--- config.mk ---
export PLATFORM = sky130hd
export DESIGN_NAME = regfile_2w2r
export DESIGN_NICKNAME = d
export VERILOG_FILES = /design/src/rtl/regfile_2w2r.sv
export SDC_FILE = /design/constraint.sdc
export NUM_CORES = 2
export LEC_CHECK = 0
export CAP_MARGIN = 30
export CORE_AREA = 10 10 434 436
export DETAILED_ROUTE_END_ITERATION = 8
export DIE_AREA = 0 0 444 446
export PLACE_DENSITY = 0.48
export RECOVER_POWER = 25
export SLEW_MARGIN = 20
export SYNTH_ARGS = -nofsm -noshare
export SYNTH_HDL_FRONTEND = slang
export SYNTH_SLANG_ARGS = --single-unit
--- constraint.sdc ---
create_clock -name clk -period 3.4 [get_ports clk]
set_clock_uncertainty 0.15 [all_clocks]
set_input_delay 0.68 -clock clk [delete_from_list [all_inputs] [get_ports clk]]
set_output_delay 0.68 -clock clk [all_outputs]
set_load 0.05 [all_outputs]
--- src/rtl/regfile_2w2r.sv ---
// Two-write / two-read register file with optional hardwired-zero register 0.
// Define RF_WRITE_BYPASS_EN to forward same-cycle writes to the read ports.
module regfile_2w2r #(
   parameter int DATA_W   = 32,
   parameter int DEPTH    = 32,
   parameter int ADDR_W   = 5,
   parameter int ZERO_REG = 1
) (
   input  logic              clk,
   input  logic              rst_n,
   input  logic [ADDR_W-1:0] rs,
   input  logic [ADDR_W-1:0] rt,
   input  logic              we0,
   input  logic [ADDR_W-1:0] wa0,
   input  logic [DATA_W-1:0] wd0,
   input  logic              we1,
   input  logic [ADDR_W-1:0] wa1,
   input  logic [DATA_W-1:0] wd1,
   output logic [DATA_W-1:0] readData1,
   output logic [DATA_W-1:0] readData2,
   output logic              wr_conflict
);

   localparam bit HasZeroReg = (ZERO_REG != 0);

   if (DEPTH < 2 || (1 << ADDR_W) != DEPTH) begin : gBadParams
      $error("regfile_2w2r: DEPTH must be a power of two >= 2 and equal 2**ADDR_W");
   end

   logic [DATA_W-1:0] regs [DEPTH];

   // NOTE: the array is flops, not a RAM macro, so clearing every entry on reset is intended.
   always_ff @(posedge clk or negedge rst_n) begin
      if (!rst_n) begin
         for (int i = 0; i < DEPTH; i++) begin
            regs[i] <= '0;
         end
         wr_conflict <= 1'b0;
      end else begin
         for (int i = 0; i < DEPTH; i++) begin
            if (!(HasZeroReg && i == 0)) begin
               // NOTE: non-blocking so every entry samples this edge's inputs, not a neighbour's update.
               if (we1 && wa1 == ADDR_W'(i)) begin
                  regs[i] <= wd1;
               end else if (we0 && wa0 == ADDR_W'(i)) begin
                  regs[i] <= wd0;
               end
            end
         end
         wr_conflict <= we0 && we1 && (wa0 == wa1);
      end
   end

   function automatic logic [DATA_W-1:0] readPort(input logic [ADDR_W-1:0] addr);
      logic [DATA_W-1:0] result;
      logic              writable;
      writable = !(HasZeroReg && addr == '0);
      result   = writable ? regs[addr] : '0;
`ifdef RF_WRITE_BYPASS_EN
      // Port 1 outranks port 0, mirroring the collision rule on the array.
      if (!rst_n) begin
         result = '0;
      end else if (we1 && wa1 == addr && writable) begin
         result = wd1;
      end else if (we0 && wa0 == addr && writable) begin
         result = wd0;
      end
`endif
      return result;
   endfunction

   // NOTE: both outputs are assigned unconditionally, so no latch can be inferred.
   always_comb begin
      readData1 = readPort(rs);
      readData2 = readPort(rt);
   end

endmodule

After elaboration in Yosys (flattened, before gate mapping):

Cells that the tools add are included.

* bits in registers: 993
* bits in latches: 0
* bits in writable memories: 0
* bits in read-only memories: 0
* input port bits: 88
* output and inout bits: 65
* word-level logic and storage cells: 266
* memories kept: 0

* add/sub/neg operators: 0
* multipliers: 0
* div/mod/pow operators: 0
* magnitude comparators: 2
* equal/unequal tests: 63
* shift-type cells: 0
* mux-type cells: 70
* bitwise gates (word level): 2
* reduce and logical (&&, ||, !) cells: 97

Operator list (number)
* $mux 32: 68
* $bmux 32 s5: 2
* $eq 5x5->1 const B: 32
* $eq 5x4->1 const B: 16
* $logic_and 1x1->1: 64
* $reduce_bool 2->1: 31
* $eq 5x3->1 const B: 8
* $eq 5x2->1 const B: 4
* $ge 6x6->1 const B: 2
* $not 5->6: 2
* $eq 5x1->1 const B: 2
* $logic_not 5->1: 2
* $eq 5x5->1: 1

Depth between registers and ports, before layout:

* word-level depth: 5
* gate-level depth with buffers: 9
* depth with buffers taken out: 4

Worst setup path before layout:

Ideal clock, no wire load.

* kind: input -> output
* from: in rs[0]
* to: out readData1[31]
* arrival: 3349 ps
* required time: 2570 ps
* setup slack: -779 ps
* stages: 7
* buffers on the path: 4
* cells stage by stage: buf_2 buf_2 buf_4 buf_2 a22oi_1 o2111a_1 nor4b_1

* word-level cells in the longest chain between the ends: 5
* elaborated cells between the ends (all ways): 6
* those cells by class: mux: 4; bitwise: 1; reduce/logical: 1

Ends and longest elaborated chain
* start: declaration: RTL line 11 `input logic [ADDR_W-1:0] rs,`
* $not 5->6 (implied by the code): RTL line 58 `result = writable ? regs[addr] : '0;`
* $bmux 32 s5: RTL line 58
* $mux 32 (implied by the code) (2 in a row): RTL line 58
* $mux 32 (*): RTL line 58
* end: declaration: RTL line 19 `output logic [DATA_W-1:0] readData1,`

Mark *: on every way between the ends. The rest lies on a longest branch, timed or not. The select of a mux whose other input is x is not followed.

Worst setup path in the final report:

* from: in rs[0]
* to: out readData1[5]

Same word-level chain as after synthesis.

==> results.toml <==
[sta]
max_clock_freq_mhz = 293
whs_ps = 429
finalHoldViolCount = 0
rsz0062_at_grt = "yes"
slew_violations = 13
max_slew_margin_pct = -36.2
worstMarginPinSlew_ps = 2040
min_period_ps = 3420
fin_crit_sh_pct = 101
setup_viol = 1
fin_ws_ps = -18.1

[setup_path]
r2r-start = "regs[554]"
critPathMaxFanout = 13
r2r_slack_ps = 2350
required_ps = 2570
cp.arrival_ps = 2590
timing.rr.end = "regs[554]"
start_kind = "input port"
crit_chain = "buf_16 -> and2b_4 -> buf_12 -> buf_12 -> a221oi_1 -> or3_1 -> a211oi_2 -> buf_4 -> buf_12"
crit_slowest_cell = "or3_1"
max_stage_delay_ps = 420
worst_setup_path_end_kind = "primary output"
cp_common_cell = "buf_12"
r2r_cells = 3
worstSetupPathType = "in -> out"

[power_and_ir_drop]
powerDensity_nw_per_um2 = 563
leakage_nw = 34.2
ir_drop_v = 0.000446

[final_layout]
final_cell_mix = "mux2i_1, dfrtp_1, a21oi_1, nor2_1, nand2_1"
ff_latch_area_um2 = 24800
drive_gt1_share_pct = 20.3
nFillCells = 17009
nets = 6639
layout_commonest_cell = "mux2i_1"
syn_to_final_growth_pct = 24.0
multi_input_area_um2 = 35800
fin_util_pct = 43.0

[cts]
cts_root_buf = "clkbuf_16"
clock_latency_ps = 770
tritoncts = "yes"
path_clk_slew_ps = 60
cts_buffers = 120
cts.sinks = 993
clockBufferDepth = 3
ctsHtreeMaxLevel = 3

[detailed_routing]
drt_iter0_drc = 5362
wl_per_cell_um = 31.1
dr.pass1.iters = 6
wirelength_um = 281000
antenna_left = 0
vias = 53301
viasPerCell = 5.91
drc = 0

[synth]
synth_flop_cell = "dfrtp_1"
ys_seq_area_share_pct = 39.8
async_reset_ff_share_pct = 100
synth-edff-count = 0
synth_seq_cells = 993
syn_area_per_cell_um2 = 9.73
netlist_area_um2 = 62400
syn-num-nets = 6501
synth.distinct_cells = 47
syn-instance-count = 6413
yosysWarningCount = 32

[die]
pin_count = 153
initial_core_util_pct = 34.7
die_h_um = 446
core_um2 = 180000
die_area_um2 = 198000
die_x_um = 444
rows = 156

[hold_path]
min_from = "regs[974]"
hold-path-endpoint = "regs[974]"
whs_path_depth = 2
min_path_type = "reg -> reg"

[global_route]
grt_max_degree = 131
grt_pass1_wl_um = 399000
track_usage_pct = 27.3
grt_pass1_vias = 52291
antenna_found_initial = 5
grt_overflow = 0

[placement]
hpwl_um = 172000
dpl_worst_slack_ps = -560
gp_congestion = 0.868
io_buffers = 152

[run_status]
violations = "max-capacitance violations, max-slew violations, negative setup slack"
status = "finished with violations"

[run]
maxCapViolCount = 1
==> timing repair <==
item / CTS / global route
gates cloned: 1 / 4
gates resized for setup: 65 / 54
endpoints found under the hold margin: 80 / 0
setup endpoints to repair: 64 / 45
buffers inserted: 19 / 23
pin swaps: 13 / 23
hold buffers: 1 / 0
==> critical path, delay by kind of cell <==
kind / cells / cell delay (ps)
buf+inv: 5 / 740
simple gates: 2 / 740
compound gates: 2 / 390
==> synthesized netlist by cell type, types with 5 or more instances <==
cell	count	share of area, %
a211oi_1	63	0.76
a21oi_1	544	4.4
a221o_1	32	0.51
a221oi_1	31	0.44
a22oi_1	64	0.77
buf_1	28	0.17
buf_2	176	1.4
buf_4	56	0.67
buf_6	7	0.13
clkbuf_1	480	2.9
dfrtp_1	993	40
mux2_2	128	2.3
mux2i_1	1569	25
mux4_2	128	4.6
nand2_1	509	3.1
nand2b_1	13	0.13
nor2_1	535	3.2
nor2b_1	47	0.47
nor3_1	128	1.0
nor4_1	32	0.32
o21ai_0	379	3.0
o21ai_1	101	0.81
o22ai_1	287	2.9
or2_2	7	0.070
or3_1	34	0.34
xnor2_1	5	0.070
==> worst max-delay path by stage <==
stage	startpoint	end	slack [ps]	cells past startpoint
floorplan	rs[0]	readData1[31]	-90	7
global placement	rs[4]	readData1[10]	-540	8
detailed placement	rs[4]	readData1[10]	-560	8
CTS	rs[1]	readData1[10]	-50	8
global route	rs[0]	readData1[19]	-30	12
finish	rs[0]	readData1[5]	-20	9
==> flip-flops by register name, indices dropped and copies added (netlist names) <==
| register | count |
|---|---|
| wr_conflict | 1 |
| regs | 992 |
==> metrics by stage <==
stage          setup TNS (ps)  instances  power (mW)  area [um^2]
6_report                -18.1       9025        43.6        77400
5_1_grt                 -56.4       9025        45.7        77400
4_1_cts                  -117       8999        43.5        76900
3_5_place_dp           -11950       8758        29.5        72200
3_3_place_gp           -12820       8758        29.2        72200
2_1_floorplan           -94.4       6413        24.8        63000
==> power breakdown <==
group / leakage, nW / switching, mW / total, mW / internal, mW
sequential: 12.1 / 2.60 / 17.6 / 15.0
combinational: 20.0 / 6.01 / 12.1 / 6.14
clock: 2.07 / 5.69 / 13.8 / 8.14
==> routing by layer <==
layer  vias up  global-route usage (%)  part of all wire, %
met5         -                       0                    0
li1      23543                       -                    -
met4         0                    12.7                  5.5
met3       629                    3.99                  6.1
met2      2333                    45.0                   47
met1     26796                    35.4                   41
==> cell families after synthesis <==
family | share of synthesized area [%]
compound gates | 13.6
xor+xnor | 0.0702
buf+inv | 5.27
flops | 39.8
mux | 32.1
simple gates | 9.16
==> final cells by class <==
class,count,area share (%)
flip-flops and latches,993,32.1
diodes,3,0.00971
well taps,2370,3.83
clock inverters,40,0.655
repair buffers,763,12.3
clock buffers,183,4.73
multi-input cells,4673,46.3
Note: power is estimated with default switching activity, not from simulation.
